$ cat src/rtl/seven_segment_seconds.sv
// Free-running decimal digit counter that steps once every `cmp` clocks and
// drives the current digit as an active-high 7-segment pattern (bit0=a .. bit6=g).
module seven_segment_seconds #(
  parameter int unsigned             CNT_WIDTH       = 24,
  parameter logic [CNT_WIDTH-1:0]    DEFAULT_COMPARE = CNT_WIDTH'(1000)
) (
  input  logic                 wb_clk_i,
  input  logic                 wb_rst_i,
  input  logic                 compare_we,
  input  logic [CNT_WIDTH-1:0] compare_in,
  output logic [6:0]           seg,
  output logic [6:0]           seg_oeb,
  output logic [3:0]           digit
);

  localparam int unsigned DIGIT_W = 4;
  localparam int unsigned SEG_W   = 7;

  logic [CNT_WIDTH-1:0] cnt_q, cnt_d;
  logic [CNT_WIDTH-1:0] cmp_q, cmp_d;
  logic [DIGIT_W-1:0]   d_q, d_d;
  logic [CNT_WIDTH-1:0] eff_cmp;
  logic                 wrap;

  // A compare value of zero behaves as one, i.e. step every cycle.
  assign eff_cmp = (cmp_q == '0) ? CNT_WIDTH'(1) : cmp_q;
  assign wrap    = (cnt_q == (eff_cmp - CNT_WIDTH'(1)));

  // Next-state: a load clears the counter so a smaller compare cannot be overrun.
  always_comb begin
    cnt_d = cnt_q;
    cmp_d = cmp_q;
    d_d   = d_q;
    if (compare_we) begin
      cmp_d = compare_in;
      cnt_d = '0;
    end else if (wrap) begin
      cnt_d = '0;
      d_d   = (d_q == DIGIT_W'(9)) ? '0 : d_q + DIGIT_W'(1);
    end else begin
      cnt_d = cnt_q + CNT_WIDTH'(1);
    end
  end

  always_ff @(posedge wb_clk_i) begin
    if (wb_rst_i) begin
      cnt_q <= '0;
      cmp_q <= DEFAULT_COMPARE;
      d_q   <= '0;
    end else begin
      cnt_q <= cnt_d;
      cmp_q <= cmp_d;
      d_q   <= d_d;
    end
  end

  // Segment decode; 6 has no top bar and 9 has no bottom bar.
  always_comb begin
    seg = '0;
    case (d_q)
      4'd0:    seg = SEG_W'(7'b0111111);
      4'd1:    seg = SEG_W'(7'b0000110);
      4'd2:    seg = SEG_W'(7'b1011011);
      4'd3:    seg = SEG_W'(7'b1001111);
      4'd4:    seg = SEG_W'(7'b1100110);
      4'd5:    seg = SEG_W'(7'b1101101);
      4'd6:    seg = SEG_W'(7'b1111100);
      4'd7:    seg = SEG_W'(7'b0000111);
      4'd8:    seg = SEG_W'(7'b1111111);
      4'd9:    seg = SEG_W'(7'b1100111);
      default: seg = '0;
    endcase
  end

  assign digit   = d_q;
  assign seg_oeb = '0;

endmodule

$ cat config.mk
export PLATFORM = sky130hd
export DESIGN_NAME = seven_segment_seconds
export DESIGN_NICKNAME = d
export VERILOG_FILES = /design/src/rtl/seven_segment_seconds.sv
export SDC_FILE = /design/constraint.sdc
export NUM_CORES = 1
export LEC_CHECK = 0
export CAP_MARGIN = 0
export CORE_ASPECT_RATIO = 2
export CORE_MARGIN = 2
export CORE_UTILIZATION = 45
export CTS_CLUSTER_DIAMETER = 80
export DETAILED_ROUTE_END_ITERATION = 10
export PLACE_DENSITY = 0.67
export SLEW_MARGIN = 10
export SYNTH_ARGS = -nofsm -noshare
export SYNTH_HDL_FRONTEND = slang
export SYNTH_SLANG_ARGS = --single-unit
$ cat constraint.sdc
create_clock -name wb_clk_i -period 8.91 [get_ports wb_clk_i]
set_clock_uncertainty 0.15 [all_clocks]
set_input_delay 1.3365 -clock wb_clk_i [delete_from_list [all_inputs] [get_ports wb_clk_i]]
set_output_delay 1.3365 -clock wb_clk_i [all_outputs]
set_load 0.02 [all_outputs]
==> results of run 1 <==
where the power goes:
| group | internal, mW | switching (mW) |
|---|---|---|
| clock network | 0.208 | 0.112 |
| registers | 0.271 | 0.0146 |
| logic | 0.0334 | 0.0372 |
worst paths after layout:
kind	end	slack [ns]	cells after the start
hold reg to reg	cmp_q[23]	0.39	2
setup / recovery	seg[3]	3.53	18
setup reg to reg	seg[3]	3.53	18
hold / removal	cmp_q[23]	0.39	2
synth_stat cells (2+ instances only):
cell	n
o21ai_1	2
buf_2	3
o31a_1	4
nor4_1	7
a311oi_1	4
a311o_1	2
nand2b_1	7
nor3_2	4
o31ai_1	2
a21oi_1	9
xnor2_1	22
or3_1	7
nor2b_1	5
ha_1	7
or4_1	6
o21ai_0	3
buf_1	3
dfxtp_1	59
nand4_1	9
inv_1	13
o21a_1	2
a31oi_1	6
xor2_1	21
a22oi_1	2
a211oi_1	2
nand3b_1	2
nand2_1	26
a2111oi_0	2
and4_1	4
buf_6	4
o221ai_1	2
clkbuf_1	12
and3_1	7
nor4_4	3
mux2i_1	29
nor3_1	10
o211ai_1	3
or4_4	3
nor2_1	72
buf_4	8
nand3_1	16
placed cells by master, fill, tap and decap left out, types with 3 or more instances in the layout:
cell type	synthesis	final
nor2_1	72	72
dfxtp_1	59	59
clkdlybuf4s50_1	0	36
mux2i_1	29	29
nand2_1	26	26
xnor2_1	22	22
xor2_1	21	21
nand3_1	16	16
inv_1	13	13
nor3_1	10	10
a21oi_1	9	9
nand4_1	9	9
clkbuf_16	0	9
nor4_1	7	7
or3_1	7	7
nand2b_1	7	7
and3_1	7	7
ha_1	7	7
conb_1	1	7
or4_1	6	6
a31oi_1	6	6
nor2b_1	5	5
and4_1	4	4
nor3_2	4	4
a311oi_1	4	4
o31a_1	4	4
nor4_4	3	3
or4_4	3	3
o21ai_0	3	3
o211ai_1	3	3
clkbuf_8	0	3
metal layers:
metal  vias to the layer above  global-route usage (%)
met5                         -                       0
met4                         0                   20.70
met3                        60                   6.419
met2                       113                   42.31
met1                      1580                   22.12
li1                       1630                       -
area by class of cell:
cell class,instances,share of cell area [%]
inverters,14,1.194
well taps,98,2.786
flip-flops and latches,59,26.83
clock inverters,2,0.2274
clock buffers,13,6.140
repair buffers,38,8.471
multi-input cells,346,54.35
worst max-delay path, stage by stage, from the launching register on:
cell and delay, ns:
dfxtp_1 0.38, nor4_1 0.64, and4_1 0.53, a21oi_1 0.12, ha_1 0.28, or4b_1 0.25
nor2_1 0.08, mux2i_1 0.18, a211oi_1 0.28, nand3_1 0.13, or3_1 0.30, or4_1 0.61
mux2i_1 0.20, nor2_1 0.24, inv_1 0.11, ha_1 0.34, nor4_1 0.25, a21oi_1 0.07
a31oi_1 0.16
per-stage QoR:
stage          setup slack (ns)  instance area (sq um)  utilization (%)
2_1_floorplan             4.342                   3802                -
3_3_place_gp              3.710                   4121            50.06
3_5_place_dp              3.626                   4121            50.06
4_1_cts                   3.584                   4402            53.46
5_1_grt                   3.111                   4402            53.46
6_report                  3.530                   4402            53.46
cell families (layout without fill, tap and decap cells):
| logic type | count (synthesis) | after routing |
|---|---|---|
| AO/OA/AOI/OAI | 58 | 58 |
| XOR/XNOR | 43 | 43 |
| adder cells (fa/ha/maj) | 7 | 7 |
| buffers and inverters | 44 | 67 |
| flip-flops | 59 | 59 |
| multiplexers | 33 | 33 |
| other | 1 | 7 |
| AND/OR/NAND/NOR | 198 | 198 |
registers in the layout (all words and copies together), names as in the netlist:
signal / flops
cmp_q: 24
digit: 4
cnt_q: 24
seg: 7
==> results.md, run 1 <==
* Status: finished clean
* I/O Buffers at 37
* Slew headroom at 40.97%
* Final Hold Vio Count at 0
* CP startpoint: cmp_q[12]
* Post-CTS Resized at 0
* Post-DRT Antenna Nets at 0
* Worst Hold Launch: cmp_q[23]
* Fill count at 795
* Routed len/inst at approximately 18 um
* GRT Total Usage at 24.50%
* CTS tree: done
* Initial core utilization at around 46%
* Clk_lat worst skew at approximately 0.33 ns
* Dpl cells at about 560
* Synth Area per Inst at 8.532 sq um
* Drt first-iter violations at 132
* Die X at between 60 and 70 um
* Synth unique cells at 70
* Yosys reg bits at approximately 60
* Leakage at around 1.6 nW
* Post-synth EDFFs at 0
* Seq/Total Area, Yosys at approximately 31%
* Post-Syn Area at 3780 sq um
* Crit-path max FO at 10
* Top-area cell type share of the netlist area at 31.25%
* Final wirelength at between 10 and 15 mm
* Worst EP required at approximately 9 ns
* DIE HEIGHT at ~130 um
* Final HPWL DP at approximately 7.9 mm
* Total power at 676.8 uW
* Worst slew pin tran at approximately 0.88 ns
* CTS Hold Bufs at 0
* Cell taking the most area after synthesis: dfxtp_1
* # Max-Cap Violations at 0
* Xor and xnor area share after synthesis at between 9 and 10%
* Fmax at between 150 and 200 MHz
* Met1 wire length at ~3.5 mm
* Critical Path End Type: flip-flop
* Top layer in use: met4
* Met3 Routed Length at between 300 and 400 um
* Syn Inst Count at 443
* Yosys Warn Count at 0
* Global-route wire length before repair at ~16 mm
* Met2 WL at around 5.5 mm
* Slew Viols, Final at 0
* N_diodes at 0
* Area occupied by registers at roughly 1200 sq um
* Post-CTS setup repair buffer count at 0
* Nets@finish at between 500 and 600
* Root buf cell: clkbuf_16
* Avg Vias per Cell at 5.935
* Worst Hold Class: flip-flop to flip-flop
* Mux share of post-synthesis cell area at under 10%
* Fin crit period at 5.380 ns
* Setup CP Type: flip-flop to flip-flop
* Tcrit/Tclk final at around three fifths
* Area Growth Syn to Fin at 16.45%
* Worst r2r src: cmp_q[12]
* RSZ-0062 raised after global routing: false
* Clk slew on worst S/H paths at about 0.05 ns
* Adder-cell area share of the yosys netlist at 2.317%
* Complex-gate fraction of the synthesized area at 11.52%
* CTS H-tree depth at 3
* CTS buffer count at 9
* Congestion Overflow GR at 0
* Worst hold slack at 0.3947 ns
* Total die area at about 9200 sq um
* Gpl congestion at between 0.8 and 0.9
* Final Setup Violations at 0
* Initial antenna violation count at 0
* Clock Sinks at 59
* Core Area at 8233 sq um
* Multi-input logic area at 2392 sq um
* Critical path arrival at between 5 and 6 ns
* Pwr/cell area at ~150 nW/um^2
* Num rows at 47
* CP Launch Type: flip-flop
* Vias in the first global route at between 3000 and 4000
* Largest net degree at the start of global routing at 32
* DRC at 0
* Simple-Gate Fraction of Synth Area at between 20 and 30%
* Via count at around 3400
* Main combinational cell family by area after synthesis: simple AND/OR/NAND/NOR gates
* Clock Path Buffers at 2
* Area contributors post-synth: dfxtp_1, mux2i_1, nor2_1
* Number of top-level pins at 45
* Share of cells above drive strength 1 at approximately 7.4%
* Asr flop ratio synth at 0%
* VDD IR max at about 0.00013 V
* Total negative setup slack at 0 ns
* Prevailing post-synth register cell: dfxtp_1
* Non-Filler Instances at 570
* Drt pass-1 iters at 4
(Power assumes the default switching activity.)
==> run 2, diff against run 1 <==
==> constraint.sdc (replaced) <==
create_clock -name wb_clk_i -period 5.4 [get_ports wb_clk_i]
set_clock_uncertainty 0.15 [all_clocks]
set_input_delay 0.81 -clock wb_clk_i [delete_from_list [all_inputs] [get_ports wb_clk_i]]
set_output_delay 0.81 -clock wb_clk_i [all_outputs]
set_load 0.02 [all_outputs]
==> run 2 against run 1 <==
Compared with the run above: power grew 67%; sequential share of layout area down 0.54 points; cell area up 2.0%; core utilization rose by 1.1 points; first-iteration DRC count is 9.1% higher; largest cell class unchanged.
==> results.md, run 2 (synthesis gave the netlist of run 1 again) <==
* Sw power at just under 300 uW
* DIE HEIGHT at 133.6 um
* Status: finished clean
* Vias in the first global route at 3385
* Sequential Power Share at approximately two fifths
* Post-DRT Antenna Nets at 0
* Final Hold Vio Count at 0
* Core Area at about 8200 sq um
* Nets@finish at around 510
* Hold endpoint: cmp_q[14]
* Congestion Overflow GR at 0
* RSZ-0062 raised after global routing: false
* Root buf cell: clkbuf_16
* Share of total power in combinational logic at between 10% and 20%
* Met1 global-route usage at roughly a quarter
* Final HPWL DP at about 8.4 mm
* Clk slew on worst S/H paths at 0.05 ns
* Avg Vias per Cell at between 5 and 6
* Post-CTS Resized at 0
* Final wirelength at about 11 mm
* Share of cells above drive strength 1 at approximately a tenth
* Crit-path max FO at 7
* Gr busiest metal: met2
* Slew Viols, Final at 0
* Die X at 68.81 um
* Total die area at roughly 9000 sq um
* Routed len/inst at 18.28 um
* Global Route met3 Usage at just under 6%
* CP Launch Type: flip-flop
* CTS Hold Bufs at 0
* Number of top-level pins at 45
* Critical path arrival at 5.09 ns
* Worst slew pin tran at approximately 0.84 ns
* Clock Path Buffers at 2
* Global-route wire length before repair at around 17 mm
* Initial core utilization at around 46%
* Worst Hold Class: flip-flop to flip-flop
* Worst r2r src: cmp_q[12]
* CP startpoint: cmp_q[12]
* Drt first-iter violations at 144
* CTS tree: done
* Leakage at ~1.7 nW
* Pwr/cell area at around 250 nW/um^2
* # Max-Cap Violations at 0
* Via count at between 3000 and 4000
* Commonest cells after routing, fill and taps aside: nor2_1, dfxtp_1, clkdlybuf4s50_1, mux2i_1, nand2_1
* Drt pass-1 iters at 4
* Total negative setup slack at 0 ns
* Fin crit period at between 5 and 6 ns
* Gpl congestion at 0.9889
* N_diodes at 0
* Initial antenna violation count at 0
* Register-to-Register Path Depth at 19
* Reg2reg end: seg[4]
* Setup CP Type: flip-flop to flip-flop
* Num rows at 47
* Largest net degree at the start of global routing at 29
* VDD IR max at around 0.00016 V
* CTS H-tree depth at 3
* Fmax at slightly below 200 MHz
* Switch share at around a quarter
* Slew headroom at around 44%
* Worst Hold Launch: cmp_q[14]
* Hold Path Depth at 2
* DRC at 0
* Worst reg2reg setup slack at between 0.3 and 0.4 ns
* Tcrit/Tclk final at 93.30%
* Post-CTS setup repair buffer count at 0
* Met2 usage at between 40% and 50%
* Worst EP required at about 5.5 ns
* Clock Sinks at 59
* GRT Total Usage at between 20 and 30%
* Critical Path End Type: flip-flop
* Pint at ~840 uW
* Worst hold slack at 0.4187 ns
* Leading cell type in the layout, fill and taps excluded: nor2_1
* Clock power frac at between 40% and 50%
* I/O Buffers at 37
* Clk_lat worst skew at roughly 0.34 ns
* Area Growth Syn to Fin at 18.83%
* Final Setup Violations at 0
* CTS buffer count at 9
-- run 2: area by class of cell --
class / instances / area (sq um)
Clock buffer: 11 / 252.7
Multi-Input combinational cell: 346 / 2392
Timing Repair Buffer: 50 / 462.9
Fill cell: 797 / 3741
Sequential cell: 59 / 1181
Tap cell: 98 / 122.6
Inverter: 14 / 52.55
Clock inverter: 5 / 27.53
-- run 2: worst max-delay path by stage --
| stage | endpoint | slack, ns |
|---|---|---|
| 3_3_place_gp | seg[3] | 0.51 |
| 3_5_place_dp | seg[3] | 0.45 |
| 5_1_grt | seg[3] | 0.10 |
| 4_1_cts | seg[3] | 0.42 |
| 6_report | seg[4] | 0.36 |
| 2_1_floorplan | seg[4] | 0.83 |
-- run 2: per-layer routing --
layer,wire (um),vias to the layer above
met5,0,-
met2,5745,104
met1,3620,1596
met4,978,0
met3,315,55
li1,-,1655
-- run 2: critical path, stage by stage (launching register included) --
cell and delay (ns):
dfxtp_1 0.36, nor4_1 0.74, and4_1 0.32, a21oi_1 0.08, ha_1 0.32, xor2_1 0.17
o221ai_1 0.12, a211o_1 0.32, nor3_2 0.15, nand3_1 0.09, or3_1 0.29, or4_1 0.46
mux2i_1 0.16, nor2_1 0.27, inv_1 0.12, ha_1 0.23, nand3_1 0.10, mux2_4 0.17
a21boi_1 0.21, a31oi_1 0.06
-- run 2: power by group through the flow --
stage | logic [mW] | registers (mW) | clock network [mW]
6_report | 0.130 | 0.466 | 0.533
5_1_grt | 0.142 | 0.467 | 0.562
4_1_cts | 0.129 | 0.465 | 0.542
3_5_place_dp | 0.129 | 0.474 | 0
3_3_place_gp | 0.128 | 0.474 | 0
2_1_floorplan | 0.0897 | 0.469 | 0
-- run 2: per-stage QoR --
stage | utilization (%) | cells | setup slack, ns | area [sq um] | power (mW)
2_1_floorplan | - | 449 | 0.8316 | 3802 | 0.5585
3_3_place_gp | 51.15 | 567 | 0.5135 | 4212 | 0.6021
3_5_place_dp | 51.15 | 567 | 0.4516 | 4212 | 0.6033
4_1_cts | 54.56 | 583 | 0.4155 | 4492 | 1.136
5_1_grt | 54.56 | 583 | 0.1049 | 4492 | 1.171
6_report | 54.56 | 583 | 0.3615 | 4492 | 1.128
